==> src/rtl/adder_pipe_param.sv <==
// adder_pipe_param: chunked, pipelined add/sub with valid/ready flow control.
// Layer 0 registers the operands, with the subtrahend already inverted and the
// chunk-0 carry resolved. Each later layer adds one CW-bit chunk using the
// carry from the layer before it. Operand chunks ride along unchanged until
// their layer adds them (skew), and finished sum chunks ride along to the
// output (deskew), so sum/cout/overflow of a transaction leave together.
// The whole pipeline holds while a valid result waits for out_ready.
// Optional macro ADDER_PIPE_SAT_EN enables signed saturation driven by sat.
module adder_pipe_param #(
    parameter int WIDTH  = 32,
    parameter int STAGES = 4
) (
    input  logic             clk,
    input  logic             rst,
    input  logic             in_valid,
    output logic             in_ready,
    input  logic [WIDTH-1:0] in1,
    input  logic [WIDTH-1:0] in2,
    input  logic             cin,
    input  logic [1:0]       op,
    input  logic             sat,
    output logic             out_valid,
    input  logic             out_ready,
    output logic [WIDTH-1:0] sum,
    output logic             cout,
    output logic             overflow
);

    localparam int CW = WIDTH / STAGES;

    typedef enum logic [1:0] {
        OP_ADD = 2'b00,
        OP_SUB = 2'b01,
        OP_ADC = 2'b10,
        OP_SBB = 2'b11
    } op_e;

    // Layer k holds the transaction that has had chunks 0..k-1 added.
    logic             v_q [0:STAGES];
    logic             c_q [0:STAGES];
    logic [WIDTH-1:0] a_q [0:STAGES];
    logic [WIDTH-1:0] b_q [0:STAGES];
    logic [WIDTH-1:0] r_q [0:STAGES];
`ifdef ADDER_PIPE_SAT_EN
    logic             sat_q [0:STAGES];
`endif

    logic [CW:0]      part_c [0:STAGES-1];
    logic [WIDTH-1:0] b_eff;
    logic             c_eff;
    logic             stall;
    logic             unused_bits;

    // Flow control: the pipeline holds only while a valid result is refused.
    always_comb begin
        stall    = v_q[STAGES] & ~out_ready;
        in_ready = ~stall;
    end

    // Operand conditioning: invert in2 for the subtracting modes, pick carry-in.
    always_comb begin
        b_eff = in2;
        c_eff = 1'b0;
        unique case (op_e'(op))
            OP_ADD: begin b_eff = in2;  c_eff = 1'b0; end
            OP_SUB: begin b_eff = ~in2; c_eff = 1'b1; end
            OP_ADC: begin b_eff = in2;  c_eff = cin;  end
            OP_SBB: begin b_eff = ~in2; c_eff = cin;  end
            default: begin b_eff = in2; c_eff = 1'b0; end
        endcase
    end

    // Per-layer chunk adders: layer k adds chunk k with the carry it holds.
    always_comb begin
        for (int unsigned k = 0; k < STAGES; k++) begin
            part_c[k] = {1'b0, a_q[k][k*CW +: CW]}
                      + {1'b0, b_q[k][k*CW +: CW]}
                      + {{CW{1'b0}}, c_q[k]};
        end
    end

    // Pipeline registers: load layer 0 from the inputs, advance every layer.
    always_ff @(posedge clk or posedge rst) begin
        if (rst) begin
            for (int unsigned k = 0; k <= STAGES; k++) begin
                v_q[k] <= 1'b0;
                c_q[k] <= 1'b0;
                a_q[k] <= '0;
                b_q[k] <= '0;
                r_q[k] <= '0;
`ifdef ADDER_PIPE_SAT_EN
                sat_q[k] <= 1'b0;
`endif
            end
        end else if (!stall) begin
            v_q[0] <= in_valid;
            c_q[0] <= c_eff;
            a_q[0] <= in1;
            b_q[0] <= b_eff;
            r_q[0] <= '0;
`ifdef ADDER_PIPE_SAT_EN
            sat_q[0] <= sat;
`endif
            for (int unsigned k = 0; k < STAGES; k++) begin
                v_q[k+1] <= v_q[k];
                c_q[k+1] <= part_c[k][CW];
                a_q[k+1] <= a_q[k];
                b_q[k+1] <= b_q[k];
                r_q[k+1] <= r_q[k];
                r_q[k+1][k*CW +: CW] <= part_c[k][CW-1:0];
`ifdef ADDER_PIPE_SAT_EN
                sat_q[k+1] <= sat_q[k];
`endif
            end
        end
    end

    // Output stage: flags from the unsaturated result, optional clamp on sum.
    always_comb begin
        out_valid = v_q[STAGES];
        cout      = c_q[STAGES];
        overflow  = (a_q[STAGES][WIDTH-1] == b_q[STAGES][WIDTH-1]) &&
                    (r_q[STAGES][WIDTH-1] != a_q[STAGES][WIDTH-1]);
        sum       = r_q[STAGES];
`ifdef ADDER_PIPE_SAT_EN
        if (sat_q[STAGES] && overflow) begin
            sum = a_q[STAGES][WIDTH-1] ? {1'b1, {(WIDTH-1){1'b0}}}
                                       : {1'b0, {(WIDTH-1){1'b1}}};
        end
`endif
    end

    // Sink for bits that are intentionally not consumed in this configuration.
    always_comb begin
`ifdef ADDER_PIPE_SAT_EN
        unused_bits = ^{a_q[STAGES], b_q[STAGES]};
`else
        unused_bits = ^{a_q[STAGES], b_q[STAGES], sat};
`endif
    end

endmodule

==> config.mk <==
export PLATFORM = sky130hd
export DESIGN_NAME = adder_pipe_param
export DESIGN_NICKNAME = d
export VERILOG_FILES = /design/src/rtl/adder_pipe_param.sv
export SDC_FILE = /design/constraint.sdc
export NUM_CORES = 1
export LEC_CHECK = 0
export ABC_CLOCK_PERIOD_IN_PS = 14000
export BUFFER_PORTS_ARGS = -buffer_cell sky130_fd_sc_hd__buf_2
export CAP_MARGIN = 20
export CORE_MARGIN = 4
export CORE_UTILIZATION = 47
export CTS_CLUSTER_SIZE = 24
export DETAILED_ROUTE_END_ITERATION = 7
export PLACE_DENSITY = 0.65
export SYNTH_ARGS = -nofsm -noshare
export SYNTH_HDL_FRONTEND = slang
export SYNTH_SLANG_ARGS = --single-unit
export TNS_END_PERCENT = 50
==> constraint.sdc <==
create_clock -name clk -period 14 [get_ports clk]
set_clock_uncertainty 0.1 [all_clocks]
set_input_delay 1.4 -clock clk [delete_from_list [all_inputs] [get_ports clk]]
set_output_delay 1.4 -clock clk [all_outputs]
set_load 0.01 [all_outputs]
==> out/results.ini <==
[outcome]
status = complete, no violations

[yosys]
synth_top_area_cell = dfrtp_1
synth_seq_area_share_pct = 56.7
avgSynthCellArea_um2 = 9.11
synth_edf_count = 0
yosys.area.top_type_share_pct = 56.7
synthFlopType = dfrtp_1
yosysWarnings = 0
syn-cell-area_um2 = 11100
synth_common_cells = nand2_1, dfrtp_1, o21ai_0, buf_2, xnor2_1
synth_nets = 1328
ys_ff_latch = 252
synth-async-reset-ratio_pct = 100
netlist_instances = 1220
synth_cell_types = 41
synth.most_common_cell = nand2_1
synth_area_leaders = dfrtp_1, nand2_1, ha_1

[finish]
area_growth_syn_to_layout_pct = 12.8
antenna-diode-count = 0
layout-drive-gt1-share_pct = 12.9
fillerInstances = 2206
final_nets = 1379

[placed_design]
dp_hpwl_um = 13300
port_buffers = 106
gp_congestion = 0.788
place_ws_ns = 9.80

[route]
drt_iter0_markers = 466
via_count = 7616
first_pass_iters = 4
via_per_inst = 4.73
wl_per_cell_um = 12.9
ant_nets = 0
wl_um = 20700
drt_drc_violations_left = 0

[die]
die_h_um = 162
die_w_um = 162
dieArea_um2 = 26200
ioPinCount = 108
initial_core_util_pct = 47.5
rows = 56
core_um2 = 23400

[power_and_ir_drop]
p_per_area_nw_per_um2 = 237
leakagePower_nw = 6.39
p_int_mw = 1.91
p_sw_share_pct = 35.8
p_sw_mw = 1.07
seq_power_share_pct = 41.3
finalPower_mw = 2.98
clkPwrFrac_pct = 23.9
ir_drop_uv = 91.2
power.share.combinational_pct = 34.8

[setup_path]
critPathArrivalTime_ns = 2.74
cp_max_fo = 126
end_kind = primary output
setup.worst_path.start_class = input port
path_class = input port to primary output
worstPathRequired_ns = 12.50
reg2reg_depth = 5

[timing]
finalWorstPathRequiredPeriod_ns = 4.24
hold_viol_final = 0
fin_crit_sh_pct = 30.3
rsz0062_at_grt = no
fmaxAchievable_mhz = 236
layout_setup_ws_ns = 9.76
drv_slew = 0
maxSlewHeadroom_pct = 34.1
setup_viol = 0
worst_pin_slew_ns = 0.988
tns_ns = 0

[job]
maxCapViolations = 0

[clock_network]
cts_max_path_buffers = 3
path_clk_slew_ns = 0.06
cts-resized-gates = 0
cts_sinks = 252
post_cts_buffers = 0
cts_tree = built
clock_latency_ns = 0.52
htreeDepth = 1
numCtsBuffers = 28
cts_hold_buf = 0
root_buffer = clkbuf_16

[hold_path]
hp-class = register to register
holdPathStages = 2

[global_routing]
grt_pass1_wl_um = 35100
grt_max_degree = 130
track_usage_pct = 15.9
gr-total-overflow = 0
grt_pass1_vias = 7247
antenna_found_initial = 0

==> routing by layer <==
layer	wire [µm]	GRT usage (%)	vias up
li1	-	-	3943
met1	10800	24.8	3525
met2	8740	23.5	116
met3	813	2.26	32
met4	350	3.88	0
met5	0	0	-
==> final timing paths <==
path                            slack (ns)       from        to
worst max-delay path                  9.76  out_ready  in_ready
worst min-delay path                  0.35     sum[2]    sum[2]
worst max register to register       11.31  out_valid  a_q[143]
worst min register to register        0.35     sum[2]    sum[2]
max in group asynchronous            11.58        rst  b_q[105]
min in group asynchronous             0.94        rst   sum[23]
==> sequential cells by signal, summed over array words and instances (netlist names) <==
| name | flops |
|---|---|
| a_q | 81 |
| b_q | 81 |
| c_q | 4 |
| cout | 1 |
| out_valid | 1 |
| r_q | 48 |
| sum | 32 |
| v_q | 4 |
==> cell type report <==
class                   count  area (µm²)  area share, %
clock buffers              43         848           6.77
clock inverters             7        67.6          0.539
inverters                  16        72.6          0.579
multi-input cells         860        4240           33.8
flip-flops and latches    252        6310           50.3
well taps                 319         399           3.18
repair buffers            113         603           4.81
==> cell families (layout without fill, tap and decap cells) <==
logic type / count (synthesis) / in the layout / share of synthesized area, %
simple gates: 648 / 648 / 22.7
flops: 252 / 252 / 56.7
compound gates: 132 / 132 / 7.24
buf+inv: 108 / 179 / 5.22
xor+xnor: 43 / 43 / 3.39
fa+ha+maj: 36 / 36 / 4.59
mux: 1 / 1 / 0.0901
==> worst max-delay path, stage by stage <==
cell and delay (ns):
buf_2 0.11, nor2b_4 0.44, inv_6 0.40, buf_2 0.29
==> placed cells by master (no fill, tap or decap), types with 4 or more instances in the layout <==
cell / count
nand2_1: 593
ha_1: 28
nor3b_1: 6
dfrtp_1: 252
nand2b_1: 6
o21a_1: 9
a21oi_1: 19
clkbuf_8: 7
buf_2: 106
inv_1: 14
o21ai_0: 63
clkbuf_16: 29
xor2_1: 7
xnor2_1: 36
fa_1: 8
o31a_1: 4
nor2_1: 26
clkbuf_1: 7
o31ai_1: 4
a21o_1: 6
a211oi_1: 10
buf_4: 6
==> metrics by stage <==
step	util (%)	instances	hold WS (ns)	instance area, µm²
2_1_floorplan	-	1220	0.330	11100
3_3_place_gp	49.5	1559	0.343	11600
3_5_place_dp	49.5	1559	0.349	11600
4_1_cts	53.4	1609	0.363	12500
5_1_grt	53.6	1610	0.378	12500
6_report	53.6	1610	0.355	12500
==> power by group through the flow <==
stage	Sequential (mW)	Clock [mW]	Combinational [mW]
floorplan	1.20	0	0.863
finish	1.23	0.711	1.04
CTS	1.23	0.730	1.05
detailed placement	1.24	0	1.04
global placement	1.23	0	1.01
global route	1.27	0.765	1.19
(Power assumes the default switching activity.)
